### config.mk
export PLATFORM = sky130hd
export DESIGN_NAME = alu_share_arbiter_flat
export DESIGN_NICKNAME = d
export VERILOG_FILES = /design/src/rtl/alu_share_arbiter_if.sv /design/src/rtl/alu_share_arbiter.sv /design/src/flat_wrapper.sv
export SDC_FILE = /design/constraint.sdc
export NUM_CORES = 1
export LEC_CHECK = 0
export BUFFER_PORTS_ARGS = -buffer_cell sky130_fd_sc_hd__buf_2
export CORE_ASPECT_RATIO = 1.1
export CORE_MARGIN = 4
export CORE_UTILIZATION = 45
export DETAILED_ROUTE_END_ITERATION = 8
export PLACE_DENSITY = 0.91
export SLEW_MARGIN = 15
export SYNTH_ARGS = -nofsm -noshare
export SYNTH_HDL_FRONTEND = slang
export SYNTH_SLANG_ARGS = --single-unit
export TNS_END_PERCENT = 10
### constraint.sdc
create_clock -name clk -period 5.3 [get_ports clk]
set_clock_uncertainty 0.15 [all_clocks]
set_input_delay 0.265 -clock clk [delete_from_list [all_inputs] [get_ports clk]]
set_output_delay 0.265 -clock clk [all_outputs]
set_load 0.02 [all_outputs]
### src/rtl/alu_share_arbiter_if.sv
// Purpose: bundles requester, ALU-port and response signals of the shared-ALU arbiter.
// Latency: none (wires only).
// Backpressure: req_rdy per requester, rsp_rdy from the response consumer.
interface alu_share_arbiter_if #(
    parameter int NREQ = 2,
    parameter int W    = 32,
    parameter int IDW  = (NREQ > 1) ? $clog2(NREQ) : 1
);
    logic [NREQ-1:0]   req_vld;
    logic [5*NREQ-1:0] req_ctrl;
    logic [W*NREQ-1:0] req_a;
    logic [W*NREQ-1:0] req_b;
    logic [NREQ-1:0]   req_rdy;

    logic [4:0]        alu_ctrl;
    logic [W-1:0]      alu_a;
    logic [W-1:0]      alu_b;
    logic [W-1:0]      alu_res;
    logic              alu_zero;

    logic              rsp_vld;
    logic [IDW-1:0]    rsp_id;
    logic [W-1:0]      rsp_dat;
    logic              rsp_zero;
    logic              rsp_rdy;

    logic              busy;

    // Arbiter side.
    modport slave (
        input  req_vld, req_ctrl, req_a, req_b,
        input  alu_res, alu_zero,
        input  rsp_rdy,
        output req_rdy,
        output alu_ctrl, alu_a, alu_b,
        output rsp_vld, rsp_id, rsp_dat, rsp_zero,
        output busy
    );

    // Requesters, external ALU and response consumer.
    modport master (
        output req_vld, req_ctrl, req_a, req_b,
        output alu_res, alu_zero,
        output rsp_rdy,
        input  req_rdy,
        input  alu_ctrl, alu_a, alu_b,
        input  rsp_vld, rsp_id, rsp_dat, rsp_zero,
        input  busy
    );
endinterface

### src/rtl/alu_share_arbiter.sv
// Purpose: round-robin share of one external combinational ALU among NREQ requesters.
// Latency: accept -> rsp_vld in 2 cycles; at most one op per 2 cycles.
// Backpressure: rsp held stable until rsp_rdy; no new grant while a response waits.
module alu_share_arbiter #(
    parameter int NREQ = 2,
    parameter int W    = 32,
    parameter int IDW  = (NREQ > 1) ? $clog2(NREQ) : 1
) (
    input  logic              clk,
    input  logic              rst_n,
    alu_share_arbiter_if.slave bus
);
    localparam logic [1:0] ST_IDLE = 2'd0;
    localparam logic [1:0] ST_EXEC = 2'd1;
    localparam logic [1:0] ST_RESP = 2'd2;

    typedef struct packed {
        logic [IDW-1:0] id;
        logic [4:0]     ctrl;
        logic [W-1:0]   a;
        logic [W-1:0]   b;
    } op_t;

    logic [1:0]     state_q, state_d;
    logic [IDW-1:0] ptr_q, ptr_d;
    op_t            op_q, sel_op;

    logic           hi_found, lo_found;
    logic [IDW-1:0] hi_idx, lo_idx;
    logic           grant_found;
    logic [IDW-1:0] grant_idx;
    logic [NREQ-1:0] grant_oh;
    logic           accept_win, accept;

    logic           rsp_vld_q;
    logic [IDW-1:0] rsp_id_q;
    logic [W-1:0]   rsp_dat_q;
    logic           rsp_zero_q;

    // Lowest valid index at or above the pointer wins; otherwise wrap to the lowest valid index.
    always_comb begin
        hi_found = 1'b0;
        lo_found = 1'b0;
        hi_idx   = '0;
        lo_idx   = '0;
        for (int i = NREQ - 1; i >= 0; i--) begin
            if (bus.req_vld[i]) begin
                lo_found = 1'b1;
                lo_idx   = IDW'(i);
                if (IDW'(i) >= ptr_q) begin
                    hi_found = 1'b1;
                    hi_idx   = IDW'(i);
                end
            end
        end
        grant_found = lo_found;
        grant_idx   = hi_found ? hi_idx : lo_idx;
    end

    always_comb begin
        grant_oh = '0;
        sel_op   = '0;
        for (int i = 0; i < NREQ; i++) begin
            if (grant_found && (grant_idx == IDW'(i))) begin
                grant_oh[i] = 1'b1;
                sel_op.id   = IDW'(i);
                sel_op.ctrl = bus.req_ctrl[5*i +: 5];
                sel_op.a    = bus.req_a[W*i +: W];
                sel_op.b    = bus.req_b[W*i +: W];
            end
        end
    end

    // rst_n gates the window so no request is acknowledged while reset is held.
    assign accept_win  = rst_n && ((state_q == ST_IDLE) ||
                                   ((state_q == ST_RESP) && bus.rsp_rdy));
    assign accept      = accept_win && grant_found;
    assign bus.req_rdy = accept_win ? grant_oh : '0;

    always_comb begin
        ptr_d = ptr_q;
        if (accept) begin
            ptr_d = (grant_idx == IDW'(NREQ - 1)) ? '0 : grant_idx + IDW'(1);
        end
    end

    always_comb begin
        state_d = state_q;
        case (state_q)
            ST_IDLE: if (accept) state_d = ST_EXEC;
            ST_EXEC: state_d = ST_RESP;
            ST_RESP: if (bus.rsp_rdy) state_d = accept ? ST_EXEC : ST_IDLE;
            default: state_d = ST_IDLE;
        endcase
    end

    always_ff @(posedge clk or negedge rst_n) begin
        if (!rst_n) begin
            state_q <= ST_IDLE;
            ptr_q   <= '0;
            op_q    <= '0;
        end else begin
            state_q <= state_d;
            ptr_q   <= ptr_d;
            if (accept) begin
                op_q <= sel_op;
            end
        end
    end

    // Result is captured at the end of the single EXEC cycle; handshake only drops valid.
    always_ff @(posedge clk or negedge rst_n) begin
        if (!rst_n) begin
            rsp_vld_q  <= 1'b0;
            rsp_id_q   <= '0;
            rsp_dat_q  <= '0;
            rsp_zero_q <= 1'b0;
        end else if (state_q == ST_EXEC) begin
            rsp_vld_q  <= 1'b1;
            rsp_id_q   <= op_q.id;
            rsp_dat_q  <= bus.alu_res;
            rsp_zero_q <= bus.alu_zero;
        end else if ((state_q == ST_RESP) && bus.rsp_rdy) begin
            rsp_vld_q  <= 1'b0;
        end
    end

    // Operands are parked at zero outside EXEC so the ALU sits idle in its default branch.
    assign bus.alu_ctrl = (state_q == ST_EXEC) ? op_q.ctrl : 5'd0;
    assign bus.alu_a    = (state_q == ST_EXEC) ? op_q.a    : '0;
    assign bus.alu_b    = (state_q == ST_EXEC) ? op_q.b    : '0;

    assign bus.rsp_vld  = rsp_vld_q;
    assign bus.rsp_id   = rsp_id_q;
    assign bus.rsp_dat  = rsp_dat_q;
    assign bus.rsp_zero = rsp_zero_q;
    assign bus.busy     = (state_q != ST_IDLE);
endmodule
### src/flat_wrapper.sv
// flat-port wrapper written by rule: the top's interface ports become plain ports
module alu_share_arbiter_flat 
#(
    parameter int NREQ = 2,
    parameter int W    = 32,
    parameter int IDW  = (NREQ > 1) ? $clog2(NREQ) : 1
)
  (clk, rst_n, bus_req_vld, bus_req_ctrl, bus_req_a, bus_req_b, bus_alu_res, bus_alu_zero, bus_rsp_rdy, bus_req_rdy, bus_alu_ctrl, bus_alu_a, bus_alu_b, bus_rsp_vld, bus_rsp_id, bus_rsp_dat, bus_rsp_zero, bus_busy);
  alu_share_arbiter_if #(.NREQ(NREQ), .W(W), .IDW(IDW)) bus_i ();
  input  logic clk;
  input  logic rst_n;
  input wire logic [$bits(bus_i.req_vld)-1:0] bus_req_vld;
  input wire logic [$bits(bus_i.req_ctrl)-1:0] bus_req_ctrl;
  input wire logic [$bits(bus_i.req_a)-1:0] bus_req_a;
  input wire logic [$bits(bus_i.req_b)-1:0] bus_req_b;
  input wire logic [$bits(bus_i.alu_res)-1:0] bus_alu_res;
  input wire logic [$bits(bus_i.alu_zero)-1:0] bus_alu_zero;
  input wire logic [$bits(bus_i.rsp_rdy)-1:0] bus_rsp_rdy;
  output wire logic [$bits(bus_i.req_rdy)-1:0] bus_req_rdy;
  output wire logic [$bits(bus_i.alu_ctrl)-1:0] bus_alu_ctrl;
  output wire logic [$bits(bus_i.alu_a)-1:0] bus_alu_a;
  output wire logic [$bits(bus_i.alu_b)-1:0] bus_alu_b;
  output wire logic [$bits(bus_i.rsp_vld)-1:0] bus_rsp_vld;
  output wire logic [$bits(bus_i.rsp_id)-1:0] bus_rsp_id;
  output wire logic [$bits(bus_i.rsp_dat)-1:0] bus_rsp_dat;
  output wire logic [$bits(bus_i.rsp_zero)-1:0] bus_rsp_zero;
  output wire logic [$bits(bus_i.busy)-1:0] bus_busy;
  assign bus_i.req_vld = bus_req_vld;
  assign bus_i.req_ctrl = bus_req_ctrl;
  assign bus_i.req_a = bus_req_a;
  assign bus_i.req_b = bus_req_b;
  assign bus_i.alu_res = bus_alu_res;
  assign bus_i.alu_zero = bus_alu_zero;
  assign bus_i.rsp_rdy = bus_rsp_rdy;
  assign bus_req_rdy = bus_i.req_rdy;
  assign bus_alu_ctrl = bus_i.alu_ctrl;
  assign bus_alu_a = bus_i.alu_a;
  assign bus_alu_b = bus_i.alu_b;
  assign bus_rsp_vld = bus_i.rsp_vld;
  assign bus_rsp_id = bus_i.rsp_id;
  assign bus_rsp_dat = bus_i.rsp_dat;
  assign bus_rsp_zero = bus_i.rsp_zero;
  assign bus_busy = bus_i.busy;
  alu_share_arbiter #(.NREQ(NREQ), .W(W), .IDW(IDW)) u_core (.clk(clk), .rst_n(rst_n), .bus(bus_i));
endmodule
==> results.json, run 1 <==
{
  "synth_ff_type": "dfrtp_1",
  "ff2ff_setup_slack_ns": 2.77,
  "postSynthCellCount": 411,
  "relSlewSlack_pct": 29.5,
  "grt_pass1_vias": 4887,
  "grt_usage_pct": 20.8,
  "ir_drop_v": 0.000265,
  "globalplace.congestion": 0.852,
  "die_h_um": 122,
  "vias": 4560,
  "cts_buffers": 9,
  "clkPwrFrac_pct": 23.4,
  "setup_viol_count_final": 0,
  "place_hpwl_mm": 10.8,
  "cts_tree": "built",
  "rsz0062_at_grt": "no",
  "clk_path_buf_depth": 2,
  "antenna_found_initial": 1,
  "p_sw_share_pct": 33.3,
  "yosysTopAreaCellShare_pct": 50.5,
  "syn_area_um2": 5360,
  "ant_nets": 0,
  "power_density_nw_per_um2": 409,
  "clk_latency_ns": 0.33,
  "cts_sinks": 108,
  "regArea_um2": 2700,
  "ys_seq_area_share_pct": 50.5,
  "slew_viol_final": 0,
  "yosysTopAreaCell": "dfrtp_1",
  "ys_types": 23,
  "avgSynthCellArea_um2": 13.0,
  "finalSetupTns_ns": 0,
  "grt_max_degree": 72,
  "first_iter_violations": 233,
  "path_clk_slew_ns": 0.07,
  "startpoint_type": "flop",
  "p_sw_uw": 987,
  "cts_htree_levels": 3,
  "end_kind": "output port",
  "port-buffer-count": 282,
  "cp.arrival_ns": 2.61,
  "wire_per_inst_um": 17.4,
  "fin_crit_sh_pct": 57.1,
  "pwr-share-comb_pct": 34.2,
  "finalHoldViolCount": 0,
  "synth_common_cells": "dfrtp_1, mux2_2, and2_1",
  "multi_input_comb_area_um2": 2440,
  "yosysWarnings": 0,
  "cts_resized": 0,
  "pwr-share-seq_pct": 42.3,
  "hp-class": "primary input to flop",
  "syn2layout_area_growth_pct": 35.5,
  "die_w_um": 112,
  "worstSetupPathType": "flop to output port",
  "viasPerCell": 5.44,
  "synth.ff_latch_count": 108,
  "drv_cap": 0,
  "synth-edff-count": 0,
  "synth-async-reset-ratio_pct": 100,
  "core-area_um2": 11500,
  "synth_fp_nets": 587,
  "wirelength_mm": 14.6,
  "fin_ws_ns": 2.28,
  "dr.pass1.iters": 6,
  "io_pins": 283,
  "drive_gt1_share_pct": 59.6,
  "cp.required_ns": 4.89,
  "rows": 41,
  "start_util_pct": 46.4,
  "finalPower_uw": 2970,
  "root_buffer": "clkbuf_16",
  "dpl_worst_slack_ns": 2.66,
  "layout_min_cycle_time_ns": 3.02,
  "status": "finished, final reports clean",
  "overflow": 0,
  "max_clock_freq_mhz": 331,
  "fillerInstances": 875,
  "drc": 0,
  "worst_pin_slew_ns": 1.06,
  "die_area_um2": 13700,
  "synth.area.top_cells": "dfrtp_1, mux2_2, a32o_1",
  "post-cts-setup-buffer-count": 0,
  "yosysMostFrequentCell": "dfrtp_1",
  "p_int_uw": 1980,
  "p_leak_uw": 0.00363,
  "grt_pass1_wl_mm": 23.1,
  "fin_nets": 859,
  "critPathMaxFanout": 53
}
-- cell usage in the layout, fill, tap and decap left out --
cell type        n
clkinv_4         1
and2_1          70
nand2b_4         1
nor2_1           2
nand2b_2         1
inv_8            1
diode_2          1
nand2_1          1
dfrtp_1        108
nor4b_1          1
or2_2            1
mux2_1           5
a2bb2oi_1        1
clkbuf_8         2
a21boi_4         1
nor2b_4          1
buf_2          281
dlygate4sd3_1   13
a21oi_1          2
bufinv_16        1
clkbuf_16        9
a32o_1          69
a21o_1           1
inv_6            1
inv_1            3
buf_4            8
nor2_4           1
nor3_4           1
clkinvlp_4       1
mux2_2          98
o31ai_1          2
-- routing by layer --
metal  routed length (um)  up-vias  global-route usage (%)
met3                 1090       37                    4.88
met1                 5310     2224                    22.2
met2                 7790      216                    39.2
li1                     -     2083                       -
met5                    0        -                       0
met4                  426        0                    8.94
-- worst max-delay path, stage by stage, from the launching register on --
cell     delay [ns]
dfrtp_1        0.38
inv_1          0.09
nor2_4         0.81
buf_4          0.56
and2_1         0.23
buf_2          0.17
-- state kept, by name, indices dropped and copies added (netlist names) --
signal               cells
u_core.bus.rsp_id        1
u_core.ptr_q             1
u_core.op_q             70
u_core.state_q           2
u_core.bus.rsp_vld       1
u_core.bus.rsp_zero      1
u_core.bus.rsp_dat      32
-- power groups by stage --
stage / clock, uW / combinational (uW) / sequential [uW]
after CTS: 715 / 1030 / 1250
after floorplan: 0 / 571 / 1340
after global routing: 749 / 1100 / 1280
after detailed placement: 0 / 1020 / 1260
after global placement: 0 / 975 / 1250
final: 695 / 1020 / 1260
-- path summary, 6_finish.rpt --
kind	depth (start not counted)	from	to
setup / recovery	5	u_core.state_q[0]$_DFFE_PN0P_	bus_alu_a[13]
hold / removal	2	bus_alu_res[20]	u_core.bus.rsp_dat[20]$_DFFE_PN0P_
max in group asynchronous	3	rst_n	u_core.op_q[32]$_DFFE_PN0P_
hold reg to reg	1	u_core.op_q[9]$_DFFE_PN0P_	u_core.op_q[9]$_DFFE_PN0P_
setup reg to reg	4	u_core.state_q[0]$_DFFE_PN0P_	u_core.bus.rsp_dat[2]$_DFFE_PN0P_
min in group asynchronous	2	rst_n	u_core.bus.rsp_dat[7]$_DFFE_PN0P_
-- area by class of cell --
type | count | share of cell area [%]
clock inverter | 5 | 0.914
multi-input combinational | 259 | 33.6
clock buffer | 11 | 3.48
inverter | 3 | 0.155
tap | 150 | 2.59
sequential | 108 | 37.2
timing repair buffer | 302 | 22.0
antenna | 1 | 0.0345
-- timing repair --
action / 4_1_cts / 5_1_grt
endpoints found under the setup margin: 0 / 0
hold buffers: 12 / 1
endpoints found under the hold margin: 61 / 1
-- through the flow --
step	hold WS, ns	utilization, %	instances	instance area [um2]
global route	0.000149	62.9	839	7260
floorplan	-0.181	-	411	5360
global placement	0.169	59.0	809	6810
finish	0.0122	62.9	839	7260
detailed placement	0.193	59.0	809	6810
CTS	0.00101	62.8	837	7250
-- kinds of logic after synthesis --
kind of cell / synth area share, %
compound gates: 13.9
mux: 21.7
buf+inv: 4.34
flops: 50.5
simple gates: 9.67
(Power assumes the default switching activity.)
==> inputs of run 2 (changes only) <==
- CORE_UTILIZATION: 45 -> 41
- PLACE_DENSITY: 0.91 -> 0.88
- clock period: 5.3 -> 2.5 ns (I/O delays scaled with it)
==> run 2 against run 1 <==
- global-route usage is 0.16 points higher
- combinational power up 120%
- die area increased by 9.1%
- clock power increased by 130%
- flip-flop and latch count unchanged
- utilization increased by 0.89 points
- worst setup slack got worse by 2.0 ns
- sequential share of layout area fell by 3.9 points
- total power is 120% higher
- critical path type is now flop to flop
==> results.json, run 2 (same netlist as run 1, synthesis figures left out) <==
{
  "pwr-share-comb_pct": 35.2,
  "cts_resized": 0,
  "core-area_um2": 12700,
  "finalSetupTns_ns": 0,
  "largest_register_ffs": 70,
  "drive_gt1_share_pct": 53.8,
  "cts_buffers": 9,
  "relSlewSlack_pct": 60.0,
  "post-route-cell-area_um2": 8100,
  "cp_slowest_cell": "dlygate4sd3_1",
  "grt_max_degree": 109,
  "wirelength_mm": 16.1,
  "p_sw_uw": 2150,
  "overflow": 0,
  "max_clock_freq_mhz": 442,
  "clk_latency_ns": 0.34,
  "final_cell_mix": "buf_2, dfrtp_1, mux2_2",
  "syn2layout_area_growth_pct": 51.2,
  "grt_pass1_vias": 5077,
  "grt_usage_pct": 20.9,
  "ir_drop_v": 0.000575,
  "vias": 4810,
  "final_common_cell": "buf_2",
  "pwr-share-seq_pct": 40.4,
  "dpl_worst_slack_ns": 0.613,
  "status": "finished, final reports clean",
  "ant_nets": 0,
  "p_int_uw": 4360,
  "end_kind": "flop",
  "port-buffer-count": 282,
  "antenna_found_initial": 1,
  "cts_htree_levels": 3,
  "dr.pass1.iters": 4,
  "fin_nets": 938,
  "crit_chain": "nand2b_2, buf_4, a32o_1, dlygate4sd3_1, mux2_1",
  "p_leak_uw": 0.00399,
  "worstSetupPathType": "flop to flop",
  "slowest_delay_ns": 0.55,
  "die_w_um": 117,
  "rsz0062_at_grt": "no",
  "start_util_pct": 42.2,
  "slew_viol_final": 0,
  "grt_pass1_wl_mm": 24.5,
  "hp-class": "primary input to flop",
  "clkPwrFrac_pct": 24.4,
  "rows": 43,
  "die_area_um2": 15000,
  "startpoint_type": "flop",
  "setup_viol_count_final": 0,
  "io_pins": 283,
  "power_density_nw_per_um2": 803,
  "globalplace.congestion": 0.731,
  "worst_pin_slew_ns": 0.600,
  "cp.arrival_ns": 2.34,
  "p_sw_share_pct": 33.0,
  "utilization_pct": 63.8,
  "fin_ws_ns": 0.239,
  "cts_tree": "built",
  "finalHoldViolCount": 0,
  "largest-register": "u_core.op_q",
  "die_h_um": 128,
  "path_clk_slew_ns": 0.08,
  "layout_min_cycle_time_ns": 2.26,
  "drc": 0,
  "critPathMaxFanout": 36,
  "root_buffer": "clkbuf_16",
  "first_iter_violations": 226,
  "wire_per_inst_um": 17.4,
  "cts_sinks": 108,
  "place_hpwl_mm": 10.3,
  "place_area_um2": 6860,
  "cp.required_ns": 2.58,
  "drv_cap": 0,
  "fin_crit_sh_pct": 90.4,
  "viasPerCell": 5.20,
  "clk_path_buf_depth": 2
}
## run 2: worst max-delay path, delay by kind of cell (launching register included)
family,cells,cell delay [ns]
compound gates,1,0.29
buf+inv,2,0.79
simple gates,1,0.19
flops,1,0.42
mux,1,0.29
## run 2: layout make-up
cell class | instances | area (um2)
clock inverters | 7 | 116
well taps | 157 | 196
fillers | 942 | 4600
flip-flops and latches | 108 | 2700
repair buffers | 381 | 2400
multi-input cells | 259 | 2440
clock buffers | 9 | 225
diodes | 1 | 2.50
inverters | 3 | 11.3
## run 2: metrics by stage
stage	total power (uW)	instances	hold WS, ns
2_1_floorplan	4050	411	-0.321
3_3_place_gp	4730	819	0.167
3_5_place_dp	4830	819	0.166
4_1_cts	6540	924	0.000105
5_1_grt	6870	925	0.00849
6_report	6510	925	0.00702
## run 2: final timing paths
kind | from | to | slack [ns] | cells past startpoint
setup / recovery | u_core.ptr_q$_DFFE_PN0P_ | u_core.op_q[8]$_DFFE_PN0P_ | 0.24 | 5
hold / removal | bus_req_a[2] | u_core.op_q[34]$_DFFE_PN0P_ | 0.007 | 3
setup reg to reg | u_core.ptr_q$_DFFE_PN0P_ | u_core.op_q[8]$_DFFE_PN0P_ | 0.24 | 5
hold reg to reg | u_core.op_q[2]$_DFFE_PN0P_ | u_core.op_q[2]$_DFFE_PN0P_ | 0.33 | 1
max in group asynchronous | rst_n | u_core.op_q[33]$_DFFE_PN0P_ | 1.44 | 3
min in group asynchronous | rst_n | u_core.op_q[0]$_DFFE_PN0P_ | 0.25 | 3
## run 2: power groups by stage
| stage | registers [uW] | logic [uW] | clock network, uW |
|---|---|---|---|
| 2_1_floorplan | 2840 | 1210 | 0 |
| 3_3_place_gp | 2610 | 2130 | 0 |
| 3_5_place_dp | 2650 | 2180 | 0 |
| 4_1_cts | 2620 | 2290 | 1630 |
| 5_1_grt | 2710 | 2460 | 1700 |
| 6_report | 2630 | 2290 | 1580 |
## run 2: timing repair
item / 4_1_cts / 5_1_grt
hold endpoints to repair: 194 / 0
hold buffers: 89 / 0
setup buffers: 0 / 0
## run 2: per-layer routing
| metal | global-route usage [%] | wire [um] | vias up |
|---|---|---|---|
| li1 | - | - | 2240 |
| met1 | 21.8 | 5830 | 2306 |
| met2 | 40.0 | 8640 | 226 |
| met3 | 5.38 | 1260 | 38 |
| met4 | 6.68 | 393 | 0 |
| met5 | 0 | 0 | - |
